==> src/rtl/cpu_pkg.sv <==
`default_nettype none
// ============================================================================
// cpu_pkg
// Shared CPU-side constants: default word width, default program depth and
// the occupancy threshold helper used by the program-load buffer.
// Revision: 1.0
// ============================================================================
package cpu_pkg;

  localparam int CPU_DATA_W     = 8;
  localparam int CPU_PROG_DEPTH = 32;

  // Default almost-full threshold: leave one eighth of the storage as headroom
  // so the loader has time to back off (32 -> 28).
  function automatic int cpu_af_level(input int depth);
    return depth - (depth / 8);
  endfunction

endpackage
`default_nettype wire

==> src/rtl/prog_buffer_if.sv <==
`default_nettype none
// ============================================================================
// prog_buffer_if
// Loader/CPU-side signal bundle of the program buffer. The master modport is
// the loader + fetch side, the slave modport is the buffer itself.
// Revision: 1.0
// ============================================================================
interface prog_buffer_if #(
  parameter int DATA_W = 8,
  parameter int AW     = 5
);

  logic              Clear;
  logic              WR;
  logic [DATA_W-1:0] data_in;
  logic              RD;
  logic              Lock;
  logic [AW-1:0]     PC;
  logic [DATA_W-1:0] data_out;
  logic [DATA_W-1:0] data_pc;
  logic [AW:0]       count;
  logic              full;
  logic              empty;
  logic              almost_full;
  logic              overflow;
  logic              underflow;

  modport master (
    output Clear, WR, data_in, RD, Lock, PC,
    input  data_out, data_pc, count, full, empty, almost_full, overflow, underflow
  );

  modport slave (
    input  Clear, WR, data_in, RD, Lock, PC,
    output data_out, data_pc, count, full, empty, almost_full, overflow, underflow
  );

endinterface
`default_nettype wire

==> src/rtl/prog_buffer_mem.sv <==
`default_nettype none
// ============================================================================
// prog_buffer_mem
// DEPTH x DATA_W register array with one write port and two combinational
// read ports (FIFO head and CPU PC). Cleared to zero by the async reset.
// Revision: 1.0
// ============================================================================
module prog_buffer_mem #(
  parameter int DATA_W = 8,
  parameter int DEPTH  = 32,
  parameter int AW     = $clog2(DEPTH)
) (
  input  wire logic              CPU_Clk,
  input  wire logic              Reset_n,
  input  wire logic              we_i,
  input  wire logic [AW-1:0]     waddr_i,
  input  wire logic [DATA_W-1:0] wdata_i,
  input  wire logic [AW-1:0]     head_addr_i,
  output      logic [DATA_W-1:0] head_data_o,
  input  wire logic [AW-1:0]     pc_addr_i,
  output      logic [DATA_W-1:0] pc_data_o
);

  logic [DATA_W-1:0] mem_q [DEPTH];

  // Storage: every word cleared on reset so no stale image survives it.
  always_ff @(posedge CPU_Clk or negedge Reset_n) begin
    if (!Reset_n) begin
      for (int i = 0; i < DEPTH; i++) begin
        mem_q[i] <= '0;
      end
    end else if (we_i) begin
      mem_q[waddr_i] <= wdata_i;
    end
  end

  assign head_data_o = mem_q[head_addr_i];
  assign pc_data_o   = mem_q[pc_addr_i];

endmodule
`default_nettype wire

==> src/rtl/prog_buffer.sv <==
`default_nettype none
// ============================================================================
// prog_buffer
// Circular first-word-fall-through program-load FIFO with occupancy count,
// sticky overflow/underflow flags, synchronous flush, almost-full threshold
// and a PC-indexed random-access read port for instruction fetch.
// Revision: 1.0
// ============================================================================
module prog_buffer
  import cpu_pkg::*;
#(
  parameter int DATA_W   = CPU_DATA_W,
  parameter int DEPTH    = CPU_PROG_DEPTH,
  parameter int AF_LEVEL = cpu_af_level(CPU_PROG_DEPTH),
  localparam int AW      = $clog2(DEPTH)
) (
  input  wire logic     CPU_Clk,
  input  wire logic     Reset_n,
  prog_buffer_if.slave  bus
);

  localparam logic [AW:0] FULL_CNT = (AW+1)'(DEPTH);
  localparam logic [AW:0] AF_CNT   = (AW+1)'(AF_LEVEL);

  logic [AW-1:0] wr_ptr_q, wr_ptr_d;
  logic [AW-1:0] rd_ptr_q, rd_ptr_d;
  logic [AW:0]   count_q, count_d;
  logic          overflow_q, overflow_d;
  logic          underflow_q, underflow_d;

  logic full, empty, wr_ok, rd_ok, mem_we;

  assign full   = (count_q == FULL_CNT);
  assign empty  = (count_q == '0);
  // Acceptance is decided on the pre-edge occupancy only: a full buffer never
  // takes a write even if a pop happens in the same cycle, and vice versa.
  assign wr_ok  = bus.WR & ~full;
  assign rd_ok  = bus.RD & ~empty & ~bus.Lock;
  // Flush wins over a simultaneous push, so storage is left alone then.
  assign mem_we = wr_ok & ~bus.Clear;

  // Next-state for pointers, occupancy and sticky flags.
  always_comb begin
    wr_ptr_d    = wr_ptr_q;
    rd_ptr_d    = rd_ptr_q;
    count_d     = count_q;
    overflow_d  = overflow_q;
    underflow_d = underflow_q;
    if (bus.Clear) begin
      wr_ptr_d    = '0;
      rd_ptr_d    = '0;
      count_d     = '0;
      overflow_d  = 1'b0;
      underflow_d = 1'b0;
    end else begin
      if (wr_ok) wr_ptr_d = wr_ptr_q + 1'b1;
      if (rd_ok) rd_ptr_d = rd_ptr_q + 1'b1;
      case ({wr_ok, rd_ok})
        2'b10:   count_d = count_q + 1'b1;
        2'b01:   count_d = count_q - 1'b1;
        default: count_d = count_q;
      endcase
      overflow_d  = overflow_q  | (bus.WR & full);
      underflow_d = underflow_q | (bus.RD & empty & ~bus.Lock);
    end
  end

  // Control state register.
  always_ff @(posedge CPU_Clk or negedge Reset_n) begin
    if (!Reset_n) begin
      wr_ptr_q    <= '0;
      rd_ptr_q    <= '0;
      count_q     <= '0;
      overflow_q  <= 1'b0;
      underflow_q <= 1'b0;
    end else begin
      wr_ptr_q    <= wr_ptr_d;
      rd_ptr_q    <= rd_ptr_d;
      count_q     <= count_d;
      overflow_q  <= overflow_d;
      underflow_q <= underflow_d;
    end
  end

  prog_buffer_mem #(
    .DATA_W (DATA_W),
    .DEPTH  (DEPTH),
    .AW     (AW)
  ) u_mem (
    .CPU_Clk     (CPU_Clk),
    .Reset_n     (Reset_n),
    .we_i        (mem_we),
    .waddr_i     (wr_ptr_q),
    .wdata_i     (bus.data_in),
    .head_addr_i (rd_ptr_q),
    .head_data_o (bus.data_out),
    .pc_addr_i   (bus.PC),
    .pc_data_o   (bus.data_pc)
  );

  assign bus.count       = count_q;
  assign bus.full        = full;
  assign bus.empty       = empty;
  assign bus.almost_full = (count_q >= AF_CNT);
  assign bus.overflow    = overflow_q;
  assign bus.underflow   = underflow_q;

endmodule
`default_nettype wire

==> src/flat_wrapper.sv <==
// flat-port wrapper written by rule: the top's interface ports become plain ports
module prog_buffer_flat import cpu_pkg::*;
#(
  parameter int DATA_W   = CPU_DATA_W,
  parameter int DEPTH    = CPU_PROG_DEPTH,
  parameter int AF_LEVEL = cpu_af_level(CPU_PROG_DEPTH),
  localparam int AW      = $clog2(DEPTH)
)
  (CPU_Clk, Reset_n, bus_Clear, bus_WR, bus_data_in, bus_RD, bus_Lock, bus_PC, bus_data_out, bus_data_pc, bus_count, bus_full, bus_empty, bus_almost_full, bus_overflow, bus_underflow);
  prog_buffer_if #(.DATA_W(DATA_W), .AW((5))) bus_i ();
  input  wire logic CPU_Clk;
  input  wire logic Reset_n;
  input wire logic [$bits(bus_i.Clear)-1:0] bus_Clear;
  input wire logic [$bits(bus_i.WR)-1:0] bus_WR;
  input wire logic [$bits(bus_i.data_in)-1:0] bus_data_in;
  input wire logic [$bits(bus_i.RD)-1:0] bus_RD;
  input wire logic [$bits(bus_i.Lock)-1:0] bus_Lock;
  input wire logic [$bits(bus_i.PC)-1:0] bus_PC;
  output wire logic [$bits(bus_i.data_out)-1:0] bus_data_out;
  output wire logic [$bits(bus_i.data_pc)-1:0] bus_data_pc;
  output wire logic [$bits(bus_i.count)-1:0] bus_count;
  output wire logic [$bits(bus_i.full)-1:0] bus_full;
  output wire logic [$bits(bus_i.empty)-1:0] bus_empty;
  output wire logic [$bits(bus_i.almost_full)-1:0] bus_almost_full;
  output wire logic [$bits(bus_i.overflow)-1:0] bus_overflow;
  output wire logic [$bits(bus_i.underflow)-1:0] bus_underflow;
  assign bus_i.Clear = bus_Clear;
  assign bus_i.WR = bus_WR;
  assign bus_i.data_in = bus_data_in;
  assign bus_i.RD = bus_RD;
  assign bus_i.Lock = bus_Lock;
  assign bus_i.PC = bus_PC;
  assign bus_data_out = bus_i.data_out;
  assign bus_data_pc = bus_i.data_pc;
  assign bus_count = bus_i.count;
  assign bus_full = bus_i.full;
  assign bus_empty = bus_i.empty;
  assign bus_almost_full = bus_i.almost_full;
  assign bus_overflow = bus_i.overflow;
  assign bus_underflow = bus_i.underflow;
  prog_buffer #(.DATA_W(DATA_W), .DEPTH(DEPTH), .AF_LEVEL(AF_LEVEL)) u_core (.CPU_Clk(CPU_Clk), .Reset_n(Reset_n), .bus(bus_i));
endmodule
==> config.mk <==
export PLATFORM = sky130hd
export DESIGN_NAME = prog_buffer_flat
export DESIGN_NICKNAME = d
export VERILOG_FILES = /design/src/rtl/cpu_pkg.sv /design/src/rtl/prog_buffer_if.sv /design/src/rtl/prog_buffer_mem.sv /design/src/rtl/prog_buffer.sv /design/src/flat_wrapper.sv
export SDC_FILE = /design/constraint.sdc
export NUM_CORES = 1
export LEC_CHECK = 0
export ABC_CLOCK_PERIOD_IN_PS = 5470
export CAP_MARGIN = 20
export CORE_ASPECT_RATIO = 2
export CORE_MARGIN = 3
export CORE_UTILIZATION = 50
export CTS_BUF_LIST = sky130_fd_sc_hd__clkbuf_2
export DETAILED_ROUTE_END_ITERATION = 10
export PLACE_DENSITY = 0.7
export SYNTH_ARGS = -nofsm -noshare
export SYNTH_HDL_FRONTEND = slang
export SYNTH_SLANG_ARGS = --single-unit
==> constraint.sdc <==
create_clock -name CPU_Clk -period 5.47 [get_ports CPU_Clk]
set_input_delay 1.094 -clock CPU_Clk [delete_from_list [all_inputs] [get_ports CPU_Clk]]
set_output_delay 1.094 -clock CPU_Clk [all_outputs]
set_load 0.005 [all_outputs]
Yosys cells after proc, flatten, opt, wreduce, memory -nomap -nowiden:

Index checks and enable logic that the tools add are counted.

* register bits: 274
* input port bits: 19
* word-level logic and storage cells: 87
* output and inout bits: 27

* equal/unequal tests: 3
* $add $sub $neg: 4
* bitwise gates (word level): 16
* reduce and logical (&&, ||, !) cells: 5
* muxes and demuxes: 17
* $lt $le $gt $ge: 5

Operator list (count)
* $bwmux 256: 1
* $bmux 8 s5: 2
* $demux 8 s5: 1
* $mux 8: 5
* $mux 5: 4
* $ge 6x6->1 const B: 3
* $not 5->6: 3
* $pmux 6 s2: 1
* $add 5x1->5 const B: 2
* $and 1x1->1: 7
* $add 6x1->6 const B: 1
* $eq 6x6->1 const B: 1
* $ge 6x5->1 const B: 1
* $logic_not 6->1: 1
* $lt 6x1->1 const B: 1
* $mux 6: 1
* $sub 6x1->6 const B: 1
* $not 1->1: 4
* $reduce_bool 2->1: 2
* $reduce_bool 3->1: 1
* $eq 2x1->1 const B: 1
* $eq 2x2->1 const B: 1
* $mux 1: 2
* $or 1x1->1: 2
* $logic_and 1x1->1: 1

Depth between registers and ports, before layout:

Gate-level depths: netlist (run 1).

* word-level depth: 7
* gate-level depth with buffers: 11
* gate-level depth less buffers: 9

Cells and area by module:

A second synthesis (run 1) with hierarchy kept.

* cells, all modules: 939
* area, all modules: 14880.5 µm²

Modules (own cells, without submodules)
* prog_buffer_mem: cells an instance 806, seq. area each 6406.1 µm², instances 1, area an instance 13643.1 µm²
* prog_buffer: cells an instance 133, seq. area each 450.4 µm², instances 1, area an instance 1237.4 µm²

Worst setup path after synthesis (run 1):

No wires, ideal clock.

* kind: input to output
* from: in bus_PC[0]
* to: out bus_data_pc[0]
* data arrival time: 2854 ps
* data required time: 4376 ps
* stages: 5
* path buffers: 2
* setup slack: 1522 ps
* cells stage by stage: buf_2 buf_2 mux4_2 mux4_2 mux2_2

* word-level cells in the longest chain between the ends: 4

RTL lines
* start: declaration: RTL line flat_wrapper.sv:18 `input wire logic [$bits(bus_i.PC)-1:0] bus_PC;`
* $not 5->6 (not written as such): RTL line prog_buffer_mem.sv:38 `assign pc_data_o = mem_q[pc_addr_i];`
* $bmux 8 s5: RTL line prog_buffer_mem.sv:38
* $mux 8 (not written as such) (2 in a row): RTL line prog_buffer_mem.sv:38
* end: declaration: RTL line flat_wrapper.sv:20 `output wire logic [$bits(bus_i.data_pc)-1:0] bus_data_pc;`

No other way between the ends. The select of a mux whose other input is x is not followed.

Worst setup path after layout (run 1):

* from: reg u_core.rd_ptr_q[0]
* to: out bus_data_out[0]

* word-level cells in the longest chain between the ends: 4

RTL lines
* start: declaration: RTL line prog_buffer.sv:26 `logic [AW-1:0] rd_ptr_q, rd_ptr_d;`
* start signal: assignment: RTL line prog_buffer.sv:78 `rd_ptr_q <= rd_ptr_d;`
* $not 5->6 (not written as such): RTL line prog_buffer_mem.sv:37 `assign head_data_o = mem_q[head_addr_i];`
* $bmux 8 s5: RTL line prog_buffer_mem.sv:37
* $mux 8 (not written as such) (2 in a row): RTL line prog_buffer_mem.sv:37
* end: declaration: RTL line flat_wrapper.sv:19 `output wire logic [$bits(bus_i.data_out)-1:0] bus_data_out;`

No other way between the ends. The select of a mux whose other input is x is not followed.

==> out/results.md, run 1 <==
| Quantity | Value | Unit |
|:---|:---|:---|
| Net Switching | 1.39 | mW |
| Placed Cells incl. Taps | 1287 | - |
| Post-CTS setup repair buffer count | 0 | - |
| Number of warning messages in the yosys log | 0 | - |
| Number of CTS-inserted buffers | 67 | - |
| Root buffer selected by CTS | clkbuf_2 | - |
| Vias in the first global route | 9633 | - |
| Element type at the critical path end | output port | - |
| Starting density of the core | 51.2 | % |
| Distinct cell type count after synthesis | 50 | - |
| DRC marker count from the first detailed-route iteration | 690 | - |
| Setup slack of the most critical reg-to-reg path | 2.23 | ns |
| Maximum VDD drop | 0.203 | mV |
| Number of nets with antenna violations after detailed routing | 0 | - |
| Required time at the worst-slack endpoint | 4.38 | ns |
| CTS clk-pin slew, worst paths | 0.11 | ns |
| Final core utilization | 55.9 | % |
| Category of the critical setup timing path | register to output port | - |
| Sequential area share after synthesis | 45.9 | % |
| Worst-path fanout max | 25 | - |
| Internal Power | 3.13 | mW |
| Critical path arrival | 3.84 | ns |
| Clock group share of total power | 27.8 | % |
| Register-to-Register Path Depth | 9 | - |
| Final Wtd Congestion | 0.857 | - |
| Sequential cell area | 6860 | µm² |
| Period Utilization, post-route | 90.2 | % |
| RR Startpoint | u_core.bus.count[1]$_DFFE_PN0P_ | - |
| Final wirelength | 37800 | µm |
| CTS H-tree depth | 3 | - |
| DR pass1 iterations | 5 | - |
| Final HPWL from detailed placement | 25600 | µm |
| Footprint of the multi-input gates | 7710 | µm² |
| Die outline area | 32100 | µm² |
| Type of the most critical hold path | input port to async pin | - |
| Initial antenna violation count | 3 | - |
| Final setup vio count | 0 | - |
| Worst Setup Start Kind | register | - |
| Die Y | 250 | µm |
| Worst Hold Slack | 0.253 | ns |
| Switching part of the total power | 30.7 | % |
| Post-detailed-route wirelength per cell | 26.9 | µm |
| Layout cells sized above 1 | 52.9 | % |
| Setup_tns | 0 | ns |
| Post-synth net total | 970 | - |
| Via density per instance | 6.46 | - |
| Post-synthesis async set-or-reset flop share | 100 | % |
| Post-Synthesis Mean Instance Area | 15.8 | µm² |
| Fill count | 2345 | - |
| Non-filler cells in the finished layout | 1405 | - |
| I/O pin cnt | 46 | - |
| GRT Residual Overflow | 0 | - |
| Netlist Area Pre-Place | 14900 | µm² |
| Clock net sink count | 274 | - |
| Synth Instances | 943 | - |
| Power share of the sequential group | 51.0 | % |
| Count of instances resized after the clock tree is built | 0 | - |
| Least-Margin Pin Slew | 1.12 | ns |
| Cts-stage hold buffer count | 0 | - |
| Net count reported at finish | 1026 | - |
| Worst slew slack as a fraction of its limit | 25.0 | % |
| Max Slew Vio Count | 0 | - |
| Result of the run | complete, no violations | - |
| Overall global routing resource usage | 24.6 | % |
| Wire length of the first global-routing pass | 59100 | µm |
| Synthesized flop and latch total | 274 | - |
| Shortest period the worst path allows | 4.94 | ns |
| Logic gate share of total power | 21.2 | % |
| Power per cell area | 277 | nW/µm² |
| Worst-Skew Late Latency | 0.92 | ns |
| Largest net degree at the start of global routing | 119 | - |
| TritonCTS clock tree | yes | - |
| Most frequently used flop master after synthesis | dfrtp_1 | - |
| Layout overhead on the synthesized area | 9.32 | % |
| Number of synthesized flops with an enable pin | 0 | - |
| Number of maximum-capacitance violations | 0 | - |
| Leak Pwr | 7.27 | nW |
| Final hold violation count | 0 | - |
| Via total after detailed routing | 9077 | - |
| Num rows | 88 | - |
| PortBufs | 45 | - |
| Max Freq | 0.203 | GHz |
| Detailed-route DRC error count | 0 | - |
| Width of the die | 128 | µm |
| Standard cell core area | 29200 | µm² |
| Endpoint of the worst register-to-register path | u_core.bus.count[4]$_DFFE_PN0P_ | - |
| Maximum buffer depth of the clock tree | 3 | - |
| RSZ-0062 raised after global routing | no | - |
| Clock Skews | 0.0526 | ns |
==> cells in the mapped netlist (2+ instances only) <==
cell type | number | area [µm²]
o21a_1 | 3 | 22.5
a21oi_1 | 5 | 25.0
nor2_1 | 21 | 78.8
xnor2_1 | 2 | 17.5
xor2_1 | 9 | 78.8
inv_1 | 6 | 22.5
nor2_2 | 32 | 200
buf_4 | 2 | 15.0
or3b_2 | 2 | 17.5
clkbuf_1 | 45 | 169
buf_6 | 4 | 45.0
nand2_1 | 10 | 37.5
buf_2 | 11 | 55.1
or3_1 | 2 | 12.5
nor4bb_1 | 3 | 30.0
nor2b_1 | 2 | 12.5
dfrtp_1 | 274 | 6860
mux2_1 | 40 | 450
nand3_2 | 3 | 30.0
a211oi_1 | 2 | 15.0
o21ai_0 | 2 | 10.0
nand3b_1 | 2 | 15.0
nand2b_1 | 4 | 25.0
nor3_1 | 7 | 35.0
buf_1 | 16 | 60.1
and2_1 | 2 | 12.5
mux2_2 | 232 | 2610
mux2i_1 | 4 | 40.0
ha_1 | 8 | 100
nand4_1 | 3 | 18.8
mux4_2 | 160 | 3600
o2111a_1 | 2 | 22.5
nand3_1 | 6 | 30.0
==> cell families (layout without fill, tap and decap cells) <==
logic type	Yosys count	count (layout)	synth area share, %
simple gates	105	105	4.03
buf+inv	84	181	2.46
compound gates	25	25	1.36
flops	274	274	45.9
mux	436	436	44.9
xor+xnor	11	11	0.645
other cells	0	5	0
fa+ha+maj	8	8	0.670
==> critical path, stage by stage, from the launching register on <==
cell and delay [ns]:
dfrtp_4 0.77, buf_4 0.36, mux4_2 0.55, mux4_2 0.51, mux2_2 0.30, clkdlybuf4s50_1 0.47
==> through the flow <==
step                      power, mW  instance area [µm²]  setup slack (ns)
after floorplan                2.94                14900              1.52
after global placement         3.29                15700             0.753
after detailed placement       3.31                15700             0.762
after CTS                      4.59                16200             0.369
after global routing           4.78                16300             0.254
final                          4.52                16300             0.534
==> flip-flops by register name, indices dropped and copies added (netlist names) <==
name / cells
u_core.bus.count: 6
u_core.wr_ptr_q: 5
u_core.rd_ptr_q: 5
u_core.u_mem.mem_q: 256
u_core.bus.overflow: 1
u_core.bus.underflow: 1
==> placed cells by master, fill, tap and decap left out, types with 3 or more instances in the layout <==
| cell type | n |
|---|---|
| clkinv_1 | 19 |
| nand4_1 | 3 |
| o21a_1 | 3 |
| nor3_1 | 7 |
| nor2_2 | 32 |
| mux2_2 | 232 |
| nand2b_1 | 4 |
| diode_2 | 5 |
| clkdlybuf4s50_1 | 42 |
| buf_16 | 3 |
| nor2_1 | 21 |
| xor2_1 | 9 |
| dfrtp_1 | 271 |
| inv_1 | 6 |
| nor4bb_1 | 3 |
| buf_4 | 11 |
| ha_1 | 8 |
| mux4_2 | 160 |
| a21oi_1 | 5 |
| nand3_1 | 6 |
| nand3_2 | 3 |
| nand2_1 | 10 |
| mux2_1 | 40 |
| clkbuf_2 | 88 |
| buf_12 | 6 |
| mux2i_1 | 4 |
==> worst max-delay path by stage <==
stage,slack [ns],endpoint,depth (start not counted),startpoint
finish,0.53,bus_data_out[0],5,u_core.rd_ptr_q[0]$_DFFE_PN0P_
global route,0.25,bus_data_out[0],5,u_core.rd_ptr_q[0]$_DFFE_PN0P_
CTS,0.37,bus_data_out[0],5,u_core.rd_ptr_q[0]$_DFFE_PN0P_
detailed placement,0.76,bus_data_pc[1],6,bus_PC[0]
global placement,0.75,bus_data_pc[1],6,bus_PC[0]
floorplan,1.52,bus_data_pc[0],5,bus_PC[0]
==> final cells by class <==
cell class | count | share of cell area, %
Tap cell | 360 | 2.76
Multi-Input combinational cell | 585 | 47.2
Sequential cell | 274 | 42.0
Clock buffer | 88 | 2.70
Inverter | 6 | 0.138
Antenna cell | 5 | 0.0767
Clock inverter | 22 | 0.521
Timing Repair Buffer | 65 | 4.54
==> per-layer routing <==
layer | wire length (µm) | track usage [%]
met4 | 1260 | 9.29
met3 | 1910 | 5.42
met1 | 14300 | 31.2
met2 | 20300 | 41.0
met5 | 12 | 0
==> power groups by stage <==
stage	Clock, mW	Combinational (mW)	Sequential [mW]
after floorplan	0	0.678	2.26
after global placement	0	0.949	2.34
after detailed placement	0	0.964	2.34
after CTS	1.32	0.968	2.31
after global routing	1.41	1.04	2.33
final	1.26	0.957	2.31
No activity file was read; power rests on OpenSTA's default activity.
==> run 2: changes to the inputs <==
--- a/config.mk
+++ b/config.mk
@@ -12,4 +12,5 @@
 export CORE_UTILIZATION = 50
 export CTS_BUF_LIST = sky130_fd_sc_hd__clkbuf_2
+export CTS_CLUSTER_DIAMETER = 100
 export DETAILED_ROUTE_END_ITERATION = 10
 export PLACE_DENSITY = 0.7
==> constraint.sdc (replaced) <==
create_clock -name CPU_Clk -period 5.47 [get_ports CPU_Clk]
set_input_delay 1.094 -clock CPU_Clk [delete_from_list [all_inputs] [get_ports CPU_Clk]]
set_output_delay 1.094 -clock CPU_Clk [all_outputs]
set_load 0.01 [all_outputs]
==> out/results.md, run 2 (synthesis results as in run 1) <==
| Quantity | Value | Unit |
|:---|:---|:---|
| Result of the run | complete, no violations | - |
| Die outline area | 32100 | µm² |
| CTS H-tree depth | 3 | - |
| Final core utilization | 56.1 | % |
| CP Buf/Inv Count | 2 | - |
| Setup slack of the most critical reg-to-reg path | 2.27 | ns |
| Wire length of the first global-routing pass | 58900 | µm |
| Number of maximum-capacitance violations | 0 | - |
| Required time at the worst-slack endpoint | 4.38 | ns |
| Fill count | 2287 | - |
| Maximum buffer depth of the clock tree | 3 | - |
| Final wirelength | 37900 | µm |
| RSZ-0062 raised after global routing | no | - |
| Most frequent cells in the layout | 271 x dfrtp_1, 232 x mux2_2, 160 x mux4_2 | - |
| Starting density of the core | 51.2 | % |
| Num rows | 88 | - |
| Cell area reported after detailed placement | 15700 | µm² |
| Die Y | 250 | µm |
| Logic gate share of total power | 21.7 | % |
| Register-to-Register Path Depth | 9 | - |
| Critical-path cell with the highest stage delay | dfrtp_4 | - |
| Detailed-route DRC error count | 0 | - |
| PortBufs | 45 | - |
| Final HPWL from detailed placement | 26200 | µm |
| Layout overhead on the synthesized area | 9.60 | % |
| Worst-path fanout max | 20 | - |
| Period Utilization, post-route | 90.8 | % |
| Switching part of the total power | 31.2 | % |
| Internal Power | 3.16 | mW |
| Vias in the first global route | 9472 | - |
| CTS clk-pin slew, worst paths | 0.09 | ns |
| Shortest period the worst path allows | 4.97 | ns |
| Cell seen most often among critical-path stages | mux4_2 | - |
| Leak Pwr | 7.31 | nW |
| Max Freq | 0.201 | GHz |
| Endpoint of the worst register-to-register path | u_core.bus.count[4]$_DFFE_PN0P_ | - |
| Worst slew slack as a fraction of its limit | 26.2 | % |
| DRC marker count from the first detailed-route iteration | 926 | - |
| Least-Margin Pin Slew | 1.10 | ns |
| RR Startpoint | u_core.bus.count[1]$_DFFE_PN0P_ | - |
| Setup_tns | 0 | ns |
| Type of the most critical hold path | register to register | - |
| Net count reported at finish | 1030 | - |
| TritonCTS clock tree | yes | - |
| Overall global routing resource usage | 24.6 | % |
| Worst Hold Slack | 0.515 | ns |
| Post-CTS setup repair buffer count | 0 | - |
| Number of CTS-inserted buffers | 68 | - |
| Final hold violation count | 0 | - |
| Initial antenna violation count | 1 | - |
| Setup ws final | 0.505 | ns |
| Most common cell after layout, fill and taps aside | dfrtp_1 | - |
| Hold Path Cell Cnt | 1 | - |
| Max reg flops | 256 | - |
| Crit path max-delay family | multiplexers | - |
| Register with the highest flop count | u_core.u_mem.mem_q | - |
| Worst Setup Start Kind | register | - |
| Number of nets with antenna violations after detailed routing | 0 | - |
| Largest net degree at the start of global routing | 175 | - |
| Power share of the sequential group | 50.2 | % |
| Final Wtd Congestion | 0.830 | - |
| Clock net sink count | 274 | - |
| Cts-stage hold buffer count | 1 | - |
| Power per cell area | 281 | nW/µm² |
| Design area | 16400 | µm² |
| Post-place setup slack | 0.776 | ns |
| Ordered list of cells on the worst path | buf_4 > mux4_2 > mux4_2 > mux2_2 > clkdlybuf4s50_1 | - |
| Via total after detailed routing | 9140 | - |
| Count of instances resized after the clock tree is built | 0 | - |
| Largest stage delay on the critical path | 0.72 | ns |
| Root buffer selected by CTS | clkbuf_2 | - |
| Worst Hold Path EP | u_core.u_mem.mem_q[107]$_DFFE_PN0P_ | - |
| Width of the die | 128 | µm |
| Max Slew Vio Count | 0 | - |
| I/O pin cnt | 46 | - |
| Standard cell core area | 29200 | µm² |
| Critical path arrival | 3.87 | ns |
| Element type at the critical path end | output port | - |
| Maximum VDD drop | 0.209 | mV |
| HP Start | u_core.u_mem.mem_q[107]$_DFFE_PN0P_ | - |
| GRT Residual Overflow | 0 | - |
| Worst-Skew Late Latency | 0.94 | ns |
| Post-detailed-route wirelength per cell | 27.0 | µm |
| DR pass1 iterations | 5 | - |
| Layout cells sized above 1 | 53.5 | % |
| Via density per instance | 6.50 | - |
| Clock Skews | 0.0667 | ns |
| Net Switching | 1.43 | mW |
| Clock group share of total power | 28.1 | % |
| Final setup vio count | 0 | - |
| Category of the critical setup timing path | register to output port | - |
-- run 2: cell types whose count changed in the layout (fill, tap and decap cells not counted), moves of 2 or more --
cell       delta
clkinv_1      -5
clkbuf_2      +6
diode_2       -4
clkbuf_16     +2
-- run 2: area by class of cell --
type	count	area (µm²)	share of cell area (%)
multi-input combinational	585	7710	47.1
sequential	274	6860	41.9
timing repair buffer	68	777	4.75
tap	360	450	2.75
clock buffer	94	470	2.87
antenna	1	2.50	0.0153
clock inverter	18	71.3	0.436
inverter	6	22.5	0.138
-- run 2: routing by layer --
| layer | part of all wire [%] | vias to the layer above | routed length (µm) | global-route usage (%) |
|---|---|---|---|---|
| met2 | 54 | 316 | 20400 | 41.4 |
| met3 | 5.3 | 58 | 2000 | 4.80 |
| li1 | - | 3828 | - | - |
| met4 | 2.8 | 0 | 1080 | 8.86 |
| met1 | 38 | 4938 | 14400 | 31.5 |
| met5 | 0 | - | 0 | 0 |
-- run 2: stage by stage --
step | total power [mW] | std cells
after floorplan | 2.96 | 943
after global placement | 3.32 | 1287
after detailed placement | 3.33 | 1287
after CTS | 4.64 | 1400
after global routing | 4.83 | 1406
final | 4.59 | 1406
-- run 2: power groups by stage --
stage          clock network (mW)  registers, mW  logic [mW]
2_1_floorplan                   0           2.27       0.696
5_1_grt                      1.43           2.32        1.07
3_3_place_gp                    0           2.34       0.975
3_5_place_dp                    0           2.34       0.992
6_report                     1.29           2.30       0.996
4_1_cts                      1.34           2.30       0.998
-- run 2: worst max path at each step --
| stage | start | to | cells past startpoint |
|---|---|---|---|
| after floorplan | bus_PC[0] | bus_data_pc[0] | 5 |
| after global placement | bus_PC[0] | bus_data_pc[1] | 6 |
| after detailed placement | bus_PC[0] | bus_data_pc[1] | 6 |
| after CTS | u_core.rd_ptr_q[0]$_DFFE_PN0P_ | bus_data_out[0] | 5 |
| after global routing | u_core.rd_ptr_q[0]$_DFFE_PN0P_ | bus_data_out[0] | 5 |
| final | u_core.rd_ptr_q[0]$_DFFE_PN0P_ | bus_data_out[0] | 5 |
==> run 3: changes to the inputs <==
CTS_BUF_LIST = unset   (was sky130_fd_sc_hd__clkbuf_2)
==> out/results.md, run 3 (synthesis results as in run 1) <==
| Quantity | Value | Unit |
|:---|:---|:---|
| Result of the run | complete, no violations | - |
| Required time at the worst-slack endpoint | 4.38 | ns |
| Max Slew Vio Count | 0 | - |
| Setup slack of the most critical reg-to-reg path | 2.27 | ns |
| Number of nets with antenna violations after detailed routing | 0 | - |
| CTS clk-pin slew, worst paths | 0.06 | ns |
| Via total after detailed routing | 8854 | - |
| Final wirelength | 37600 | µm |
| Register with the highest flop count | u_core.u_mem.mem_q | - |
| Cts-stage hold buffer count | 0 | - |
| DR pass1 iterations | 5 | - |
| Clock net sink count | 274 | - |
| Layout cells sized above 1 | 51.2 | % |
| Maximum VDD drop | 0.212 | mV |
| Number of CTS-inserted buffers | 27 | - |
| Shortest period the worst path allows | 4.66 | ns |
| Period Utilization, post-route | 85.2 | % |
| Placed Cells incl. Taps | 1287 | - |
| Most frequent cells in the layout | 271 x dfrtp_1, 232 x mux2_2, 160 x mux4_2 | - |
| Element type at the critical path end | output port | - |
| GRT Residual Overflow | 0 | - |
| Width of the die | 128 | µm |
| Vias in the first global route | 9120 | - |
| DRC marker count from the first detailed-route iteration | 839 | - |
| Worst-path fanout max | 25 | - |
| Worst Setup Start Kind | input port | - |
| Max Freq | 0.215 | GHz |
| Maximum buffer depth of the clock tree | 3 | - |
| Max reg flops | 256 | - |
| Non-filler cells in the finished layout | 1339 | - |
| Leak Pwr | 7.32 | nW |
| Power per cell area | 319 | nW/µm² |
| Least-Margin Pin Slew | 1.08 | ns |
| Final setup vio count | 0 | - |
| Most common cell after layout, fill and taps aside | dfrtp_1 | - |
| RSZ-0062 raised after global routing | no | - |
| Setup_tns | 0 | ns |
| Count of instances resized after the clock tree is built | 0 | - |
| Die outline area | 32100 | µm² |
| Final HPWL from detailed placement | 26200 | µm |
| Net count reported at finish | 986 | - |
| Final core utilization | 57.3 | % |
| Final Wtd Congestion | 0.830 | - |
| Register-to-Register Path Depth | 9 | - |
| RR Startpoint | u_core.bus.count[1]$_DFFE_PN0P_ | - |
| Initial antenna violation count | 1 | - |
| Layout overhead on the synthesized area | 12.0 | % |
| CTS H-tree depth | 1 | - |
| Largest net degree at the start of global routing | 175 | - |
| TritonCTS clock tree | yes | - |
| Standard cell core area | 29200 | µm² |
| Number of maximum-capacitance violations | 0 | - |
| Worst Hold Slack | 0.408 | ns |
| Diodes inserted | 0 | - |
| Final hold violation count | 0 | - |
| PortBufs | 45 | - |
| Worst-Skew Late Latency | 0.56 | ns |
| Via density per instance | 6.61 | - |
| Endpoint of the worst register-to-register path | u_core.bus.count[4]$_DFFE_PN0P_ | - |
| Critical path arrival | 3.56 | ns |
| Wire length of the first global-routing pass | 58800 | µm |
| Post-CTS setup repair buffer count | 0 | - |
| Root buffer selected by CTS | clkbuf_16 | - |
| Clock Skews | 0.0131 | ns |
| Type of the most critical hold path | input port to async pin | - |
| Post-detailed-route wirelength per cell | 28.1 | µm |
| Worst slew slack as a fraction of its limit | 27.8 | % |
| Category of the critical setup timing path | input port to output port | - |
| Overall global routing resource usage | 24.2 | % |
| Die Y | 250 | µm |
| Tot Pwr | 5.32 | mW |
| Starting density of the core | 51.2 | % |
| I/O pin cnt | 46 | - |
| Num rows | 88 | - |
| Detailed-route DRC error count | 0 | - |
-- run 3: metal layers --
metal	routed length [µm]	track usage (%)	vias to the layer above
met1	14700	32.4	4803
met4	1060	7.53	2
met3	1690	2.90	70
met5	13	0	-
met2	20200	41.2	282
li1	-	-	3697
-- run 3: worst max path at each step --
| stage | start | end | slack, ns |
|---|---|---|---|
| after global placement | bus_PC[0] | bus_data_pc[1] | 0.83 |
| final | bus_PC[0] | bus_data_pc[1] | 0.81 |
| after global routing | bus_PC[0] | bus_data_pc[1] | 0.73 |
| after floorplan | bus_PC[0] | bus_data_pc[0] | 1.50 |
| after CTS | bus_PC[0] | bus_data_pc[1] | 0.78 |
| after detailed placement | bus_PC[0] | bus_data_pc[1] | 0.78 |
-- run 3: critical path, cell delays in order --
cell and delay (ns):
buf_4 0.31, buf_12 0.28, mux4_2 0.53, mux4_2 0.49, mux2_2 0.33, clkdlybuf4s50_1 0.50
-- run 3: metrics by stage --
| step | setup slack, ns | cell area (µm²) |
|---|---|---|
| after floorplan | 1.50 | 14900 |
| after global placement | 0.826 | 15700 |
| after detailed placement | 0.776 | 15700 |
| after CTS | 0.781 | 16700 |
| after global routing | 0.726 | 16700 |
| final | 0.812 | 16700 |
-- run 3: where the power goes --
part | switching, mW | internal [mW] | total, mW
Clock | 0.803 | 1.23 | 2.03
Combinational | 0.443 | 0.545 | 0.988
Sequential | 0.152 | 2.15 | 2.31
Total | 1.40 | 3.93 | 5.32
-- run 3: final cells by class --
| type | instances | area (µm²) |
|---|---|---|
| fill | 2194 | 12500 |
| multi-input combinational | 585 | 7710 |
| sequential | 274 | 6860 |
| clock buffer | 40 | 785 |
| timing repair buffer | 65 | 712 |
| tap | 360 | 450 |
| clock inverter | 9 | 176 |
| inverter | 6 | 22.5 |
==> variant 1: new RTL, settings of run 3 <==
Compare `count_q` against `FULL_CNT` with >= in place of ==.
--- a/src/rtl/prog_buffer.sv
+++ b/src/rtl/prog_buffer.sv
@@ -32,3 +32,3 @@
 
-  assign full   = (count_q == FULL_CNT);
+  assign full   = (count_q >= FULL_CNT);
   assign empty  = (count_q == '0);
Check against the original RTL: no difference found for any inputs over 4 cycles, from zero or initial values and one cycle with Reset_n low; that may be too few to reach the edited logic, so the function may still have changed.
==> variant 1 against run 3 <==
Maximum frequency down 1.9%; synthesized cell count rose by 8.4%; routed wire length up 14%; setup slack lost 0.090 ns; critical path depth unchanged; sequential cell count stayed put; final area decreased by 0.58%; power is 3.4% lower; core utilization is 0.11 points lower; sequential share of layout area up 0.23 points; clock skew down 0.0013 ns; clock power down 9%; synthesized area down 0.40%; critical path type unchanged; highest routed layer unchanged.
==> variant 1: results (changes against run 3) <==
- Drt via density: 6.70 (+1.3%)
- Mean Syn Cell Area: 14.6 um^2 (-8.1%)
- Worst Hold Class: flop to flop
- Clock power share: 35.9% (-2.2 points)
- VDD IR max: 252 uV (+19%)
- Pre-CTS setup slack: 0.690 ns (-0.0857 ns)
- Critical Path Start: bus_PC[0]
- Net Sw Power: 1.44 mW (+2.9%)
- Worst Tran Pin Value: 1.16 ns (+0.0803 ns)
- Worst Setup EP: bus_data_pc[7]
- XOR/XNOR Fraction of Synth Area: 0.892% (+0.25 points)
- Top cells by area, synth: dfrtp_1, mux2_2, mux4_2, mux2i_1, clkbuf_1
- Post-synthesis mux area share: 42.5% (-2.4 points)
- Wirelength per Cell: 30.4 um (+8.2%)
- Initial antenna violation count: 2 (+1)
- Layout cells sized above 1: 44.2% (-7.0 points)
- Distinct cells, synth: 47 (-6.0%)
- Nets: 1064 (+7.9%)
- TritonCTS Buffers: 25 (-7.4%)
- Filler Cell Count: 2385 (+8.7%)
- Mapped Nets: 1049 (+8.1%)
- Clock latency on the worst-skew pair: 0.54 ns (-0.02 ns)
- Placed insts: 1365 (+6.1%)
- DRT iter0 DRCs: 645 (-23%)
- Capturing point of the worst reg2reg path: u_core.u_mem.mem_q[57]
- Global-route wire length before repair: 64800 um (+10%)
- Worst R2R Setup Slack: 2.82 ns (+0.55 ns)
- Register area share after synthesis: 46.1% (+0.19 points)
- Worst reg-to-reg path cell count: 5 (-4)
- Flop pwr share: 44.6% (+1.3 points)
- Placed wire-length estimate: 29300 um (+12%)
- Status: finished, final reports clean
- GRT Overall Usage: 27.3% (+3.1 points)
- Vias in the first global route: 10000 (+9.7%)
- Post-Synth Adder-Cell Area: 0.673% (+0.0027 points)
- Reg-to-reg critical path startpoint: u_core.bus.count[5]
- Clock Skew: 0.0118 ns (-0.00129 ns)
- Post-Route WL: 43000 um (+14%)
- Synth Area in Compound Gates: 3.19% (+1.8 points)
- GP Congestion: 0.877 (+5.6%)
variant 1: cell types whose count changed in the layout (fill, tap and decap cells not counted), sizes merged, moves of 8 or more:
cell / delta
mux4: -48
a22oi: +8
nor2: -16
a22o: +16
mux2: -8
a31oi: +9
nand2: +25
mux2i: +79
variant 1: stage by stage:
| step | hold slack (ns) | utilization [%] | instance area [um^2] |
|---|---|---|---|
| CTS | 0.509 | 56.7 | 16500 |
| finish | 0.510 | 57.2 | 16600 |
| global placement | 0.476 | 53.7 | 15600 |
| global route | 0.537 | 57.2 | 16600 |
| floorplan | 0.481 | - | 14900 |
| detailed placement | 0.493 | 53.8 | 15600 |
variant 1: layout make-up:
cell class                 count  area [um^2]  share of cell area (%)
multi-input combinational    661         7630                    45.9
tap                          360          450                    2.71
sequential                   274         6860                    41.3
timing repair buffer          72          813                    4.89
clock inverter                 9          105                   0.632
clock buffer                  36          747                    4.49
inverter                       3         11.3                  0.0678
variant 1: critical path: stages:
cell             delay, ns
buf_4                 0.34
buf_12                0.28
mux4_2                0.54
mux4_2                0.53
mux2_2                0.33
clkdlybuf4s50_1       0.50
variant 1: routing by layer:
layer,track usage [%],vias to the layer above,share of wire (%)
met5,0,-,0.028
met4,15.9,2,7.1
met3,3.75,142,4.7
met2,47.6,314,53
met1,31.5,5088,35
li1,-,3930,-
variant 1: cells by family (layout without fill, tap and decap cells):
family	after synthesis	count (layout)
AND/OR/NAND/NOR	116	116
XOR/XNOR	13	13
flip-flops	274	274
buffers and inverters	87	120
adder cells (fa/ha/maj)	8	8
multiplexers	459	459
AO/OA/AOI/OAI	65	65
==> variant 2: new RTL, flow settings as in run 3 <==
Made on the original files. `CPU_DATA_W`: 8 -> 9.
--- a/src/rtl/cpu_pkg.sv
+++ b/src/rtl/cpu_pkg.sv
@@ -9,3 +9,3 @@
 
-  localparam int CPU_DATA_W     = 8;
+  localparam int CPU_DATA_W     = 9;
   localparam int CPU_PROG_DEPTH = 32;
Interface: changed (resized bus_data_in, bus_data_out and bus_data_pc); port bits go from 46 to 49. The function was not compared with the original's and may differ.
==> variant 2 against run 3 <==
Sequential cell count is 32 higher; synthesized cell count is 9.4% higher; core utilization is 0.64 points lower; combinational power is 27% higher; count of clock-buffer cells in the layout is 2 higher; power is 12% higher; synthesized area is 12% higher; non-clock buffer count is 4 higher; global-route usage is 0.22 points lower; critical path type is now flop to output port; final area is 12% higher; routed wire length is 10% higher; setup slack worse by 0.053 ns; largest cell class unchanged; via count is 11% higher.
==> variant 2: results (changes against run 3) <==
- Critical Path AT: 3.62 ns (+0.06 ns)
- Static leakage: 8.05 nW (+10%)
- Slew HR: 26.1% (-1.7 points)
- Area leader, netlist: dfrtp_1
- Distinct cells, synth: 48 (-4.0%)
- Placed wire-length estimate: 28600 um (+9.0%)
- Met1 GRT Util: 30.2% (-2.2 points)
- Post-CTS Setup Repair Bufs: 0 (unchanged)
- Root Driver: clkbuf_16
- CP max stage cell: dfrtp_4
- Status: finished, final reports clean
- Max incr delay on CP: 0.80 ns (+0.27 ns)
- GRT Overall Usage: 23.9% (-0.22 points)
- Filler Cell Count: 2606 (+19%)
- Global-route wire length before repair: 65700 um (+12%)
- # resized after CTS: 0 (unchanged)
- Wirelength per Cell: 27.6 um (-1.6%)
- H-tree levels: 1 (unchanged)
- Top cells by area, synth: dfrtp_1, mux4_2, mux2_2, nor2_4, mux2_1
- DRT iter0 DRCs: 712 (-15%)
- Nets: 1076 (+9.1%)
- Register with the most flip-flops: u_core.u_mem.mem_q
- Crit path max fanout: 27 (+8.0%)
- Mean Syn Cell Area: 16.3 um^2 (+2.7%)
- Ys async rst share: 100% (unchanged)
- Slew Limit Fails: 0 (unchanged)
- Clock Skew: 0.0132 ns (+0.000154 ns)
- Vias in the first global route: 10400 (+14%)
- Finished Layout Cells: 1500 (+12%)
- VDD IR max: 262 uV (+24%)
- Drt via density: 6.55 (-0.96%)
- GP Congestion: 0.854 (+2.9%)
- Critical path's top delay family: multiplexers
- Clock latency on the worst-skew pair: 0.56 ns (about the same)
- Worst Hold Class: flop to flop
- Routing usage on met3: 2.63% (-0.27 points)
- TritonCTS Buffers: 28 (+3.7%)
- Layout cells sized above 1: 54.5% (+3.3 points)
- Post-synth top cells: dfrtp_1, mux2_2, mux4_2
- Pre-CTS setup slack: 0.832 ns (+0.0554 ns)
- Clock slew at reported path FFs: 0.07 ns
- Clock Path Buffers: 3 (unchanged)
- Number of detailed-route iterations in the first pass: 5 (unchanged)
- Yosys warns: 0 (unchanged)
- Initial antenna violation count: 1 (unchanged)
- Internal power: 4.33 mW (+10%)
- Pin count of the biggest net entering global routing: 121 (-31%)
- IO buf count: 48 (+6.7%)
- Grt met2 use: 43.2% (+2.0 points)
- Placed insts: 1445 (+12%)
- Max FFs per register: 288 (+13%)
- Top_reg_cell synth: dfrtp_1
- Register area share after synthesis: 45.6% (-0.31 points)
-- variant 2: changes by cell type after synthesis, moves of 5 or more --
cell      delta
dfrtp_1     +32
a21oi_1      +8
mux2_2      +57
buf_4        +5
clkbuf_1    +10
mux4_2      +20
buf_2        -5
nor2_2      -30
nor2_4      +31
mux2_1      -21
buf_1        -7
-- variant 2: layout make-up --
cell class	instances	area [um^2]	share of cell area, %
repair buffers	69	813	4.34
clock inverters	7	135	0.722
diodes	1	2.50	0.0134
clock buffers	42	825	4.40
multi-input cells	638	8720	46.6
flip-flops and latches	306	7660	40.9
inverters	5	18.8	0.100
well taps	432	541	2.89
-- variant 2: power by group through the flow --
stage	sequential (mW)	clock, mW	combinational (mW)
finish	2.62	2.08	1.25
CTS	2.62	2.13	1.26
detailed placement	2.66	0	1.25
global placement	2.65	0	1.23
floorplan	2.56	0	0.888
global route	2.64	2.21	1.35
-- variant 2: path summary, 6_finish.rpt --
check	start	to	slack, ns	depth (start not counted)
min reg2reg	u_core.u_mem.mem_q[227]	u_core.u_mem.mem_q[227]	0.51	1
max	u_core.rd_ptr_q[0]	bus_data_out[3]	0.76	5
max in group asynchronous	Reset_n	u_core.u_mem.mem_q[270]	3.65	2
min	u_core.u_mem.mem_q[227]	u_core.u_mem.mem_q[227]	0.51	1
max reg2reg	u_core.bus.count[0]	u_core.bus.count[4]	2.18	9
min in group asynchronous	Reset_n	u_core.u_mem.mem_q[194]	0.60	1
-- variant 2: metrics by stage --
stage	util, %	area, um^2	hold WS, ns	power, mW
2_1_floorplan	-	16800	0.470	3.45
3_3_place_gp	53.4	17700	0.480	3.89
3_5_place_dp	53.4	17700	0.492	3.90
4_1_cts	56.3	18600	0.507	6.00
5_1_grt	56.6	18700	0.528	6.20
6_report	56.6	18700	0.508	5.95
-- variant 2: per-layer routing --
layer  routed length, um  vias up  part of all wire, %
li1                    -     4071                    -
met1               15500     5386                   37
met2               23000      281                   55
met3                1590       85                  3.8
met4                1370        0                  3.3
met5                   0        -                    0
-- variant 2: cells by family after synthesis --
family,count (synthesis),share of synthesized area (%)
muxes,492,45.0
DFF,306,45.6
and+or+nand+nor,94,4.40
buffers and inverters,88,2.44
AOI/OAI and AO/OA,35,1.44
xor gates and xnor gates,9,0.469
adders and majority gates,8,0.596
-- variant 2: worst reg2reg max path, cell delays in order (launching register included) --
cell and delay, ns:
dfrtp_1 0.58, or3_1 0.24, o21a_1 0.34, a21boi_0 0.49
ha_1 0.39, nor3b_1 0.41, mux2i_1 0.13, a311oi_1 0.28
o21ai_0 0.18, o311ai_0 0.13
